## config.mk

```make
export PLATFORM = sky130hd
export DESIGN_NAME = pipe_elastic_reg
export DESIGN_NICKNAME = d
export VERILOG_FILES = /design/src/rtl/pipe_elastic_reg.sv
export SDC_FILE = /design/constraint.sdc
export NUM_CORES = 1
export LEC_CHECK = 0
export ABC_AREA = 1
export BUFFER_PORTS_ARGS = -buffer_cell sky130_fd_sc_hd__buf_2
export CAP_MARGIN = 20
export CORE_ASPECT_RATIO = 2
export CORE_MARGIN = 1
export CORE_UTILIZATION = 35
export CTS_CLUSTER_DIAMETER = 150
export DETAILED_ROUTE_END_ITERATION = 8
export PLACE_DENSITY = 0.56
export SETUP_SLACK_MARGIN = 0.05
export SLEW_MARGIN = 25
export SYNTH_ARGS = -nofsm -noshare
export SYNTH_HDL_FRONTEND = slang
export SYNTH_SLANG_ARGS = --single-unit
```

## constraint.sdc

```tcl
create_clock -name clk -period 14.67 [get_ports clk]
set_clock_uncertainty 0.05 [all_clocks]
set_input_delay 0.7335 -clock clk [delete_from_list [all_inputs] [get_ports clk]]
set_output_delay 0.7335 -clock clk [all_outputs]
set_load 0.03 [all_outputs]
```

## src/rtl/pipe_elastic_reg.sv

```systemverilog
// Elastic inter-stage pipeline register: a DEPTH-entry FIFO with valid/ready on
// both sides, a global flush that empties it and a global freeze that holds it.
module pipe_elastic_reg #(
   parameter int unsigned DATA_WD = 64,
   parameter int unsigned DEPTH   = 2
) (
   input  logic                     clk,
   input  logic                     rst,
   input  logic                     flush,
   input  logic                     freeze,
   input  logic                     in_valid,
   input  logic [DATA_WD-1:0]       in_data,
   output logic                     in_ready,
   output logic                     out_valid,
   output logic [DATA_WD-1:0]       out_data,
   input  logic                     out_ready,
   output logic [$clog2(DEPTH):0]   count
);

   localparam int unsigned PTR_WD = $clog2(DEPTH);
   localparam int unsigned CNT_WD = $clog2(DEPTH) + 1;

   logic [DATA_WD-1:0] mem_q [DEPTH];
   logic [PTR_WD-1:0]  wr_ptr_q, wr_ptr_d;
   logic [PTR_WD-1:0]  rd_ptr_q, rd_ptr_d;
   logic [CNT_WD-1:0]  cnt_q, cnt_d;

   logic               full;
   logic               empty;
   logic               push;
   logic               pop;
   logic               mem_we;

   // Handshake outputs; in_ready never looks at out_ready, so no ready chain forms.
   always_comb begin
      full      = (cnt_q == CNT_WD'(DEPTH));
      empty     = (cnt_q == '0);
      in_ready  = ~full & ~freeze;
      out_valid = ~empty & ~freeze;
      out_data  = out_valid ? mem_q[rd_ptr_q] : '0;
      count     = cnt_q;
      push      = in_valid & in_ready;
      pop       = out_valid & out_ready;
   end

   // Next state: flush drops everything, including a same-cycle push or pop.
   always_comb begin
      wr_ptr_d = wr_ptr_q;
      rd_ptr_d = rd_ptr_q;
      cnt_d    = cnt_q;
      mem_we   = 1'b0;
      if (flush) begin
         wr_ptr_d = '0;
         rd_ptr_d = '0;
         cnt_d    = '0;
      end else begin
         mem_we = push;
         if (push) begin
            wr_ptr_d = wr_ptr_q + PTR_WD'(1);
         end
         if (pop) begin
            rd_ptr_d = rd_ptr_q + PTR_WD'(1);
         end
         cnt_d = cnt_q + CNT_WD'(push) - CNT_WD'(pop);
      end
   end

   always_ff @(posedge clk) begin
      if (rst) begin
         wr_ptr_q <= '0;
         rd_ptr_q <= '0;
         cnt_q    <= '0;
      end else begin
         wr_ptr_q <= wr_ptr_d;
         rd_ptr_q <= rd_ptr_d;
         cnt_q    <= cnt_d;
      end
   end

   // Storage is not reset; occupancy alone decides what is visible.
   always_ff @(posedge clk) begin
      if (mem_we && !rst) begin
         mem_q[wr_ptr_q] <= in_data;
      end
   end

endmodule

```

## Word-level counts from Yosys, hierarchy flattened

Memory sizes are Yosys's and may differ from the RTL's. A register that Yosys moved wholly into a read port is not among the register bits.
Cells that the tools add are included.

- Register bits after elaboration: 4
- Latch bits: 0
- Memory bits (writable): 128
- Memory bits (read-only): 0
- Input bits: 70
- Word-level logic and storage cells: 26
- Memories kept: 1

Memories:

| memory | words | bits a word | rd ports | clocked after memory_dff | write ports | line | RTL |
|---|---|---|---|---|---|---|---|
| mem_q | 2 | 64 | 1 | 1 | 1 | 23 | `logic [DATA_WD-1:0] mem_q [DEPTH];` |

- $add $sub $neg: 4
- Multiply operators: 0
- Div/mod/pow operators: 0
- Magnitude comparators: 0
- Equal/unequal tests: 1
- Shift operators: 0
- Multiplexer cells: 6
- Bitwise operators: 7
- Reduce and logical (&&, ||, !) cells: 4

Operators with widths:

| cell | count |
|---|---|
| 64-bit 2-to-1 mux | 1 |
| 1-bit 2-to-1 mux | 5 |
| 1-bit bitwise AND | 4 |
| 1-bit inverter | 3 |
| 1-bit adder (second input constant) | 2 |
| 2-bit by 1-bit adder with 2-bit output | 1 |
| 2-bit equality test (second input constant) | 1 |
| 2-bit logical NOT | 1 |
| 2-bit OR reduction | 1 |
| 2-bit by 1-bit subtractor with 2-bit output | 1 |
| 1-bit logical AND | 1 |
| 1-bit logical NOT | 1 |

## Depth between registers and ports, before layout

Gate-level depths: netlist (run 1).

- Word-level depth: 8
- Depth in mapped cells: 12

## Least setup slack after synthesis (run 1)

No wires, ideal clock.

- Path type: input -> register
- From: in flush
- To: mem mem_q[1][0], enable pin
- Library setup time: 0.565 ns
- Data arrival time: 5.402 ns
- Slack: 8.653 ns
- Cell stages on the path: 3
- Buffers on the path: 0
- Cells stage by stage: nor2_1 inv_1 nor3_1

- Cells in the longest elaborated chain, start to end: 4

RTL lines:

| element | line | RTL |
|---|---|---|
| start: declaration | 9 | `input logic flush,` |
| 1-bit 2-to-1 mux | 52 | `if (flush) begin` |
| 1-bit logical AND | 82 | `if (mem_we && !rst) begin` |
| 1-bit 2-to-1 mux | 82 |  |
| 1-bit 2-to-1 mux (implied by the code) | 83 | `mem_q[wr_ptr_q] <= in_data;` |
| end: declaration | 23 |  |

Every way passes these cells.

==> impl_summary.md, run 1 <==
Synthesis
The total standard cell area after synthesis is between 5000 and 6000 µm². The average cell area after synthesis is about 11 µm². Synthesis produced a netlist with a net count of 585. The area share of the leading cell type in the synthesized netlist is 0.6903. The cell count after synthesis is approximately 500. The largest total area in the synthesized netlist belongs to sky130_fd_sc_hd__edfxtp_1. Sorting the synthesized cells by area gives the leading types as sky130_fd_sc_hd__edfxtp_1, sky130_fd_sc_hd__nand2_1, sky130_fd_sc_hd__inv_1. The sequential fraction of the synthesis area is 0.7083.

The count of yosys warnings during synthesis is 0. In this run, synthesis produced a sequential element count of 133. The number of unique standard cell types used by synthesis is 19.

STA
Setup violations remaining at the end of the flow were counted as 0. Subtracting the final worst setup slack from the clock period gives between 3 and 4 ns. Hold timing on the final database bottoms out at a slack of around 0.46 ns.

Measured against its own limit, the worst slew margin works out to 0.4031. The worst-margin pin slew is 0.8954 ns. The total count of hold-check failures in the final report is 0. The final number of max-transition violations is 0. Setup repair after global routing left no endpoint under its margin. The setup TNS after final layout is 0 ns. The maximum clock rate is ~0.32 GHz.

In the finished design, the share of the clock period the worst path needs comes to 0.2100.

Clock tree
The worst-skew pair later-pin latency is approximately 0.4 ns. After clock tree synthesis, the flow added hold-fix buffers numbering 0. After clock tree synthesis, the clock-pin slew on the worst setup and hold paths is 0.06 ns. The number of sinks driven by the clock tree is 133. TritonCTS built the clock tree. The cell sitting at the root of the clock tree is a sky130_fd_sc_hd__clkbuf_16. The number of gates resized after cts is 0. The maximum root-to-sink buffer count is 2.

The number of setup buffers added after CTS is 0. The H-tree was split into 4 levels. TritonCTS created 17 clock buffers.

Detailed routing
The post-detailed-route DRC marker count is 0. The overall via count from detail_route is 3674. The routed design has 10.87 mm of wire. For this run, the detailed router's first-pass iteration total came to 4. The number of nets with antenna violations after routing is 0. The final routed wire length divided by cell count is 12.59 µm. Using the TritonRoute via totals, the vias-per-cell ratio works out to 4.257.

For this block, the initial DRC count from the detailed router was 157.

Worst setup path
The terminus of the critical flop-to-flop path is mem_q[1][49]. The maximum net fanout on the critical path is 102. At the worst endpoint, the required time is around 14 ns.

The startpoint kind of the worst setup timing path is a register. For flop-to-flop paths, the worst setup slack is 12.54 ns. The worst setup path is captured at a primary output. The reg-to-reg critical path startpoint is count[0].

Measured in cells, the most critical reg-to-reg path has a length of 5. The critical path is of the reg2out type. The capture point of the critical path is out_data[53]. STA puts the critical path data arrival time at 2.30 ns.

Power
The cell-internal power is 732.6 µW. The fraction of power spent switching nets is 0.1950. The part of the total power dissipated in sequential elements is 0.464. In this run the power density over the cells is approximately 130 nW/µm².

In this run the static leakage power is about 0.0034 µW. The share of power burned in the clock network is 0.497. The worst-case IR drop observed on VDD is 0.07574 mV. The switching power is 177.4 µW. Of the total power, combinational logic draws 0.039.

Floorplanning
The count of pins on the block boundary is 138. The effective utilization at floorplan is 0.3603. The die boundary height is roughly 180 µm. The die covers around 16000 µm². The floorplan core area is around 15000 µm².

The count of standard-cell rows is 64. The x dimension of the die is 91.19 µm.

Layout
The share of cells above drive strength 1 is 0.2696. The area growth from synthesis to layout is 26.25%. The library cells used most frequently in the layout, excluding fill and tap cells, are sky130_fd_sc_hd__nand2_1, sky130_fd_sc_hd__buf_2, sky130_fd_sc_hd__inv_1.

The final layout contains 724 nets.

Global route
The first global-routing pass estimated 17.48 mm of wire. The number of global-route vias before repair is ~3700. Entering global routing, the biggest net connects 103 pins.

Global routing finished with a remaining overflow of 0. For this run, the total global-route usage over all layers was measured as 0.1424. The initial antenna violation count is 1.

Placed design
The number of port buffers is 137. Detailed placement finished with a half-perimeter wire length of 7.004 mm. The weighted congestion at the end of routability-driven global placement is roughly 0.7.

Outcome
The flow ran to the end, and the final reports show no timing, DRC or antenna violations.

Hold path
The cell depth of the worst hold path is 1. The kind of path behind the tightest hold check is in2reg.

Flow run
The total of max-cap violations is 0.
==> power groups by stage <==
stage	clock network [µW]	registers (µW)	logic, µW
finish	452	422	35.9
global placement	0	430	35.3
floorplan	0	431	18.6
detailed placement	0	430	36.6
global route	478	422	39.9
CTS	463	422	36.8
==> layer usage <==
layer  up-vias  GRT usage  share of wire
met3        15    0.04262          0.047
met5         -          0              0
met4         0    0.07429          0.021
li1       1879          -              -
met1      1696     0.1333           0.36
met2        84     0.2706           0.57
==> per-stage QoR <==
stage | util | setup WS (ns) | power (µW) | instances | cell area [µm²]
after floorplan | - | 8.653 | 449.1 | 513 | 5568
after global placement | 0.4136 | 11.90 | 465.1 | 831 | 6392
after detailed placement | 0.4136 | 11.91 | 466.6 | 831 | 6392
after CTS | 0.4547 | 11.50 | 921.4 | 862 | 7027
after global routing | 0.4548 | 11.31 | 940.3 | 863 | 7029
final | 0.4548 | 11.59 | 910.1 | 863 | 7029
==> critical path, stage by stage (launching register included) <==
cell and delay, ns:
sky130_fd_sc_hd__dfxtp_4 0.49, sky130_fd_sc_hd__buf_4 0.72, sky130_fd_sc_hd__o21ai_0 0.32, sky130_fd_sc_hd__nand2_1 0.13
sky130_fd_sc_hd__inv_1 0.04, sky130_fd_sc_hd__buf_2 0.17
==> cells by family (layout without fill, tap and decap cells) <==
| group | Yosys count | count (layout) | share of synthesized area |
|---|---|---|---|
| buf+inv | 161 | 312 | 0.1236 |
| compound gates | 68 | 68 | 0.06180 |
| fa+ha+maj | 2 | 2 | 0.004494 |
| flops | 133 | 133 | 0.7083 |
| simple gates | 149 | 149 | 0.1018 |
| other cells | 0 | 1 | 0 |
==> flip-flops by register name, indices dropped and copies added, names as in the netlist, named ones only <==
register and count:
count 2, mem_q 128, rd_ptr_q 1, wr_ptr_q 1
==> cells in the mapped netlist <==
master and count:
sky130_fd_sc_hd__ha_1 2, sky130_fd_sc_hd__nand2_1 137, sky130_fd_sc_hd__a21oi_1 2, sky130_fd_sc_hd__o21ai_0 51
sky130_fd_sc_hd__o21ai_1 14, sky130_fd_sc_hd__nand3_1 3, sky130_fd_sc_hd__inv_2 6, sky130_fd_sc_hd__edfxtp_1 128
sky130_fd_sc_hd__clkbuf_2 5, sky130_fd_sc_hd__dfxtp_1 5, sky130_fd_sc_hd__clkbuf_1 1, sky130_fd_sc_hd__a21oi_2 1
sky130_fd_sc_hd__nor2_1 7, sky130_fd_sc_hd__inv_1 134, sky130_fd_sc_hd__buf_6 9, sky130_fd_sc_hd__nand4_1 1
sky130_fd_sc_hd__buf_2 5, sky130_fd_sc_hd__buf_4 1, sky130_fd_sc_hd__nor3_1 1
==> cell type report <==
cell class | count | area [µm²]
Clock inverter | 14 | 209.0
Inverter | 140 | 525.5
Timing Repair Buffer | 141 | 715.7
Fill cell | 1452 | 8426
Multi-Input combinational cell | 219 | 955.9
Sequential cell | 133 | 3948
Antenna cell | 1 | 2.502
Clock buffer | 17 | 425.4
Tap cell | 198 | 247.7
==> worst min path at each step <==
| stage | start | endpoint |
|---|---|---|
| global placement | rd_ptr_q | register |
| detailed placement | rd_ptr_q | register |
| CTS | in_data[57] | mem_q[0][57] |
| global route | in_data[5] | mem_q[1][5] |
| finish | in_data[57] | mem_q[0][57] |
| floorplan | rd_ptr_q | register |
(Power assumes the default switching activity.)
==> inputs of run 2 (changes only) <==
Settings changed: ABC_AREA 1 to 0, PLACE_DENSITY 0.56 to 0.59.
Clock period 14.67 ns to 2.8 ns, I/O delays scaled along.
==> run 2 against run 1 <==
Compared with the run above: largest power group is now registers; worst hold slack worse by 0.40 ns; cell count fell by 17%; global-route usage increased by 0.46 points; wire length fell by 2.5%; final area is 3.4% higher; sequential share of layout area down 1.7 points; largest cell class unchanged; combinational power grew to 7.0 times the previous value; worst setup slack lost 11 ns; core utilization is 5.2 points higher; critical path depth down 1; flip-flop and latch count unchanged; count of clock-buffer cells in the layout unchanged.
==> impl_summary.md, run 2 <==
Worst setup path
The terminus of the critical flop-to-flop path is mem_q[1][22]. The data required time of the critical path is 2.61 ns (-11.28 ns). The nature of the critical path endpoint is a primary output. The startpoint identified for the worst register-to-register timing path is count[1]. The kind of critical path is reg2out. The maximum net fanout on the critical path is 31 (-70%). STA classifies the critical path startpoint as a register.

The setup slack of the most critical reg-to-reg path came to 0.88 ns (-11.66 ns). The sum of buffers and inverters on the critical path is 2 (-1). The arrival time of data at the critical path endpoint is 2.03 ns (-0.27 ns). The depth of the worst register-to-register path is 4 (-1). The largest delay contributor family on the critical path is flip-flops. The stage delay of the slowest cell on the critical path is 0.70 ns (-0.02 ns). The critical path goes through buf_4 > mux2i_1 > nor2_1 > buf_2. The standard cell with the maximum stage delay on the critical path is sky130_fd_sc_hd__dfxtp_4.

Detailed routing
The number of DRC markers in iteration 0 was 153 (-2.5%). The post-detailed-route DRC marker count was 0 (unchanged). The overall via count from detail_route was 3170 (-14%).

The number of iterations in the first detailed-routing pass is 4 (unchanged). The detailed-route vias per instance is 4.409 (+3.6%). The total wire length is 10.60 mm (-2.5%). The final routed wire length divided by cell count is 14.74 µm (+17%).

The number of nets with antenna violations after routing was 0 (unchanged).

Clock tree
The number of sinks driven by the clock tree is 133 (unchanged). The tree is rooted in a sky130_fd_sc_hd__clkbuf_16. The H-tree depth is 4 (unchanged). The worst-skew pair later-pin latency is 0.40 ns (about the same). The buffers inserted during post-CTS setup optimization came to 0 (unchanged).

The number of buffers inserted during clock tree synthesis was 17 (unchanged). The clock transition time at the flip-flop clock pins of the worst setup and hold paths was 0.05 ns (about the same). The clock tree from TritonCTS is built. The maximum root-to-sink buffer count is 2 (unchanged).

Layout
Counting flops per register, the top entry is mem_q. The library cells used most frequently in the layout, excluding fill and tap cells, are sky130_fd_sc_hd__buf_2, sky130_fd_sc_hd__edfxtp_1, sky130_fd_sc_hd__mux2i_1, sky130_fd_sc_hd__nor2_1, sky130_fd_sc_hd__dlygate4sd3_1. The net count reported at finish is 586 (-19%). The area of the multi-input gates is 1071 µm² (+12%). The number of inserted diodes is 0 (-1).

The commonest non-fill, non-tap cell in the layout is sky130_fd_sc_hd__buf_2. From synthesis to final layout, the design area changed by 41.41%. The number of flip-flops under the largest register name was 128 (unchanged). The total area of sequential cells is 3955 µm² (+0.19%). The share of cells above drive strength 1 is 0.3491 (+0.07957).

The number of fill cells is 1234 (-15%).

STA
The setup TNS after final layout is 0 ns (unchanged). The shortest clock period the worst path allows after layout is around 2.2 ns. The final number of max-transition violations is 0 (unchanged). The worst-margin pin slew was 0.7099 ns (-0.1855 ns).

The worst-case headroom to the max-slew limit came to 0.5268 (+0.1237). Setup repair after global routing left no endpoint under its margin. The post-route clock period utilization is 0.7913.

Based on the critical path, the design can be clocked at up to 0.4513 GHz. The final worst setup slack came to 0.5843 ns (-11.01 ns). The total count of hold-check failures in the final report is 0 (unchanged).

The total setup violations reported at the end of the flow is 0 (unchanged).

Power
The leakage power summed over all cells was 0.002732 µW (-19%). The power per cell area is 632.0 nW/µm² (+390%). The switching power is 950.5 µW (+440%). The fraction of power spent switching nets is 0.2069 (+0.01196). The part of the total power dissipated in sequential elements was 0.481 (+0.017).

The cell-internal power was 3643 µW (+400%). The overall power after layout is 4593 µW (+400%). The share of power burned in the clock network is 0.464 (-0.033). The maximum ir drop on the vdd rail is 0.4269 mV (+460%). The part of the power in combinational logic is 0.055 (+0.016).

Global route
The number of global-route vias before repair came to 3402 (-8.2%). The remaining global-route overflow came to 0 (unchanged). The aggregate global-route resource usage is 0.1470 (+0.004590). The global-route wire length before repair was 16.30 mm (-6.8%).

The initial antenna violation count was 0 (-1). The maximum number of pins on one net before global-route repair came to 66 (-36%).

Synthesis
The average cell area after synthesis is 17.19 µm² (+58%). The count of yosys warnings during synthesis is 0 (unchanged). The net count of the mapped netlist was 371 (-37%). The fraction of synthesized cell area in xor and xnor cells came to 0.003408 (+0.003408). The primary flip-flop cell chosen by synthesis mapping is sky130_fd_sc_hd__edfxtp_1.

Summed over all instances, the cell type with the most area after synthesis is sky130_fd_sc_hd__edfxtp_1. The sequential fraction of the synthesis area is 0.7673 (+0.05897). By instance count, the leading cell after synthesis is sky130_fd_sc_hd__edfxtp_1.

The proportion of synthesized area in mux cells was 0.1285 (+0.1285). The total standard cell area after synthesis is 5140 µm² (-7.7%). The post-synthesis register bit count came to 133 (unchanged). The number of synthesized flops with an enable pin came to 128 (unchanged). The cell count after synthesis came to 299 (-42%).

The number of unique standard cell types used by synthesis came to 20 (+1). Sorting the synthesized cells by area gives the leading types as sky130_fd_sc_hd__edfxtp_1, sky130_fd_sc_hd__mux2i_1, sky130_fd_sc_hd__nor2_1. The adder-cell share of the synthesized area came to 0.004869 (+0.0003742). Sorting the synthesized cells by how often they occur yields sky130_fd_sc_hd__edfxtp_1, sky130_fd_sc_hd__mux2i_1, sky130_fd_sc_hd__nor2_1.

The area share of the leading cell type in the synthesized netlist was 0.7478 (+0.05747). The dominant combinational cell family by area after synthesis is multiplexers. The post-synthesis async set-or-reset flop share was 0 (unchanged).

The fraction of the mapped netlist area in compound gates is 0.003651 (-0.05815). The synthesized-area fraction occupied by and/or/nand/nor cells is 0.06500 (-0.03680).

Hold path
The start point of the worst hold path is flush. The end point of the worst hold path is count[1]. The cell depth of the worst hold path came to 3 (+2). The tightest min-delay check is of the in2reg type.

Floorplanning
The count of pins on the block boundary is 138 (unchanged). The floorplan core area was 14350 µm² (-7.1%). The effective utilization at floorplan is 0.3582 (-0.002114). The x dimension of the die is 87.69 µm (-3.8%). The die boundary height is 173.4 µm (-3.9%).

The total die area came to 15200 µm² (-7.6%). The count of standard-cell rows is 62 (-3.1%).

Placed design
The number of port buffers is 137 (unchanged). The HPWL reported at the end of detailed placement is 6.795 mm (-3.0%). The worst slack at placement is 0.8697 ns (-11.04 ns).

The weighted congestion at the end of routability-driven global placement is 0.7051 (+0.84%).

Outcome
The flow ran to the end, and the final reports show no timing, DRC or antenna violations.

Flow run
The total of max-cap violations came to 0 (unchanged).
run 2: cell families (layout without fill, tap and decap cells):
group,Yosys count,after routing
mux,66,66
fa+ha+maj,2,2
simple gates,77,77
buf+inv,17,245
compound gates,2,2
xor+xnor,2,2
flops,133,133
run 2: power groups by stage:
stage	combinational [µW]	sequential, µW	clock (µW)
after floorplan	89.1	2250	0
after global placement	176	2250	0
after detailed placement	181	2250	0
after CTS	254	2210	2190
after global routing	271	2210	2270
final	251	2210	2130
run 2: worst max-delay path by stage:
stage	startpoint	endpoint	slack (ns)	cells past startpoint
final	register	out_data[18]	0.58	4
after global routing	register	out_data[18]	0.45	4
after CTS	register	out_data[18]	0.52	4
after floorplan	count[1]	mem_q[0][0]	-0.31	2
after detailed placement	count[1]	mem_q[1][14]	0.87	4
after global placement	count[1]	mem_q[1][25]	0.89	4
run 2: area by class of cell:
class                           count  share of cell area
Sequential cell                   133              0.5442
Timing Repair Buffer              210              0.1942
Multi-Input combinational cell    149              0.1474
Clock buffer                       17             0.05853
Tap cell                          192             0.03305
Clock inverter                     15             0.02117
Inverter                            3            0.001549
run 2: worst min-delay path: stages:
cell	delay, ns
sky130_fd_sc_hd__buf_2	0.08
sky130_fd_sc_hd__nor2_1	0.09
sky130_fd_sc_hd__and2_1	0.15
run 2: metrics by stage:
step | instances | util | hold WS, ns | cell area (µm²)
6_report | 719 | 0.5065 | 0.05607 | 7268
3_3_place_gp | 621 | 0.4201 | 0.2801 | 6028
3_5_place_dp | 621 | 0.4201 | 0.2820 | 6028
5_1_grt | 719 | 0.5065 | 0.06831 | 7268
4_1_cts | 719 | 0.5065 | 0.03821 | 7268
2_1_floorplan | 299 | - | 0.1889 | 5154
run 2: layer usage:
metal  wire length [µm]  global-route usage  part of all wire
met1               3980              0.1457              0.38
met2               5931              0.2679              0.56
met3                408             0.03429             0.039
met4                276             0.08675             0.026
met5                  0                   0                 0
run 2: what timing repair did:
| action | in CTS | in global routing |
|---|---|---|
| endpoints found under the hold margin | 130 | 0 |
| endpoints found under the setup margin | 0 | 0 |
| hold buffers | 66 | 0 |
| resized for setup | 0 | 0 |
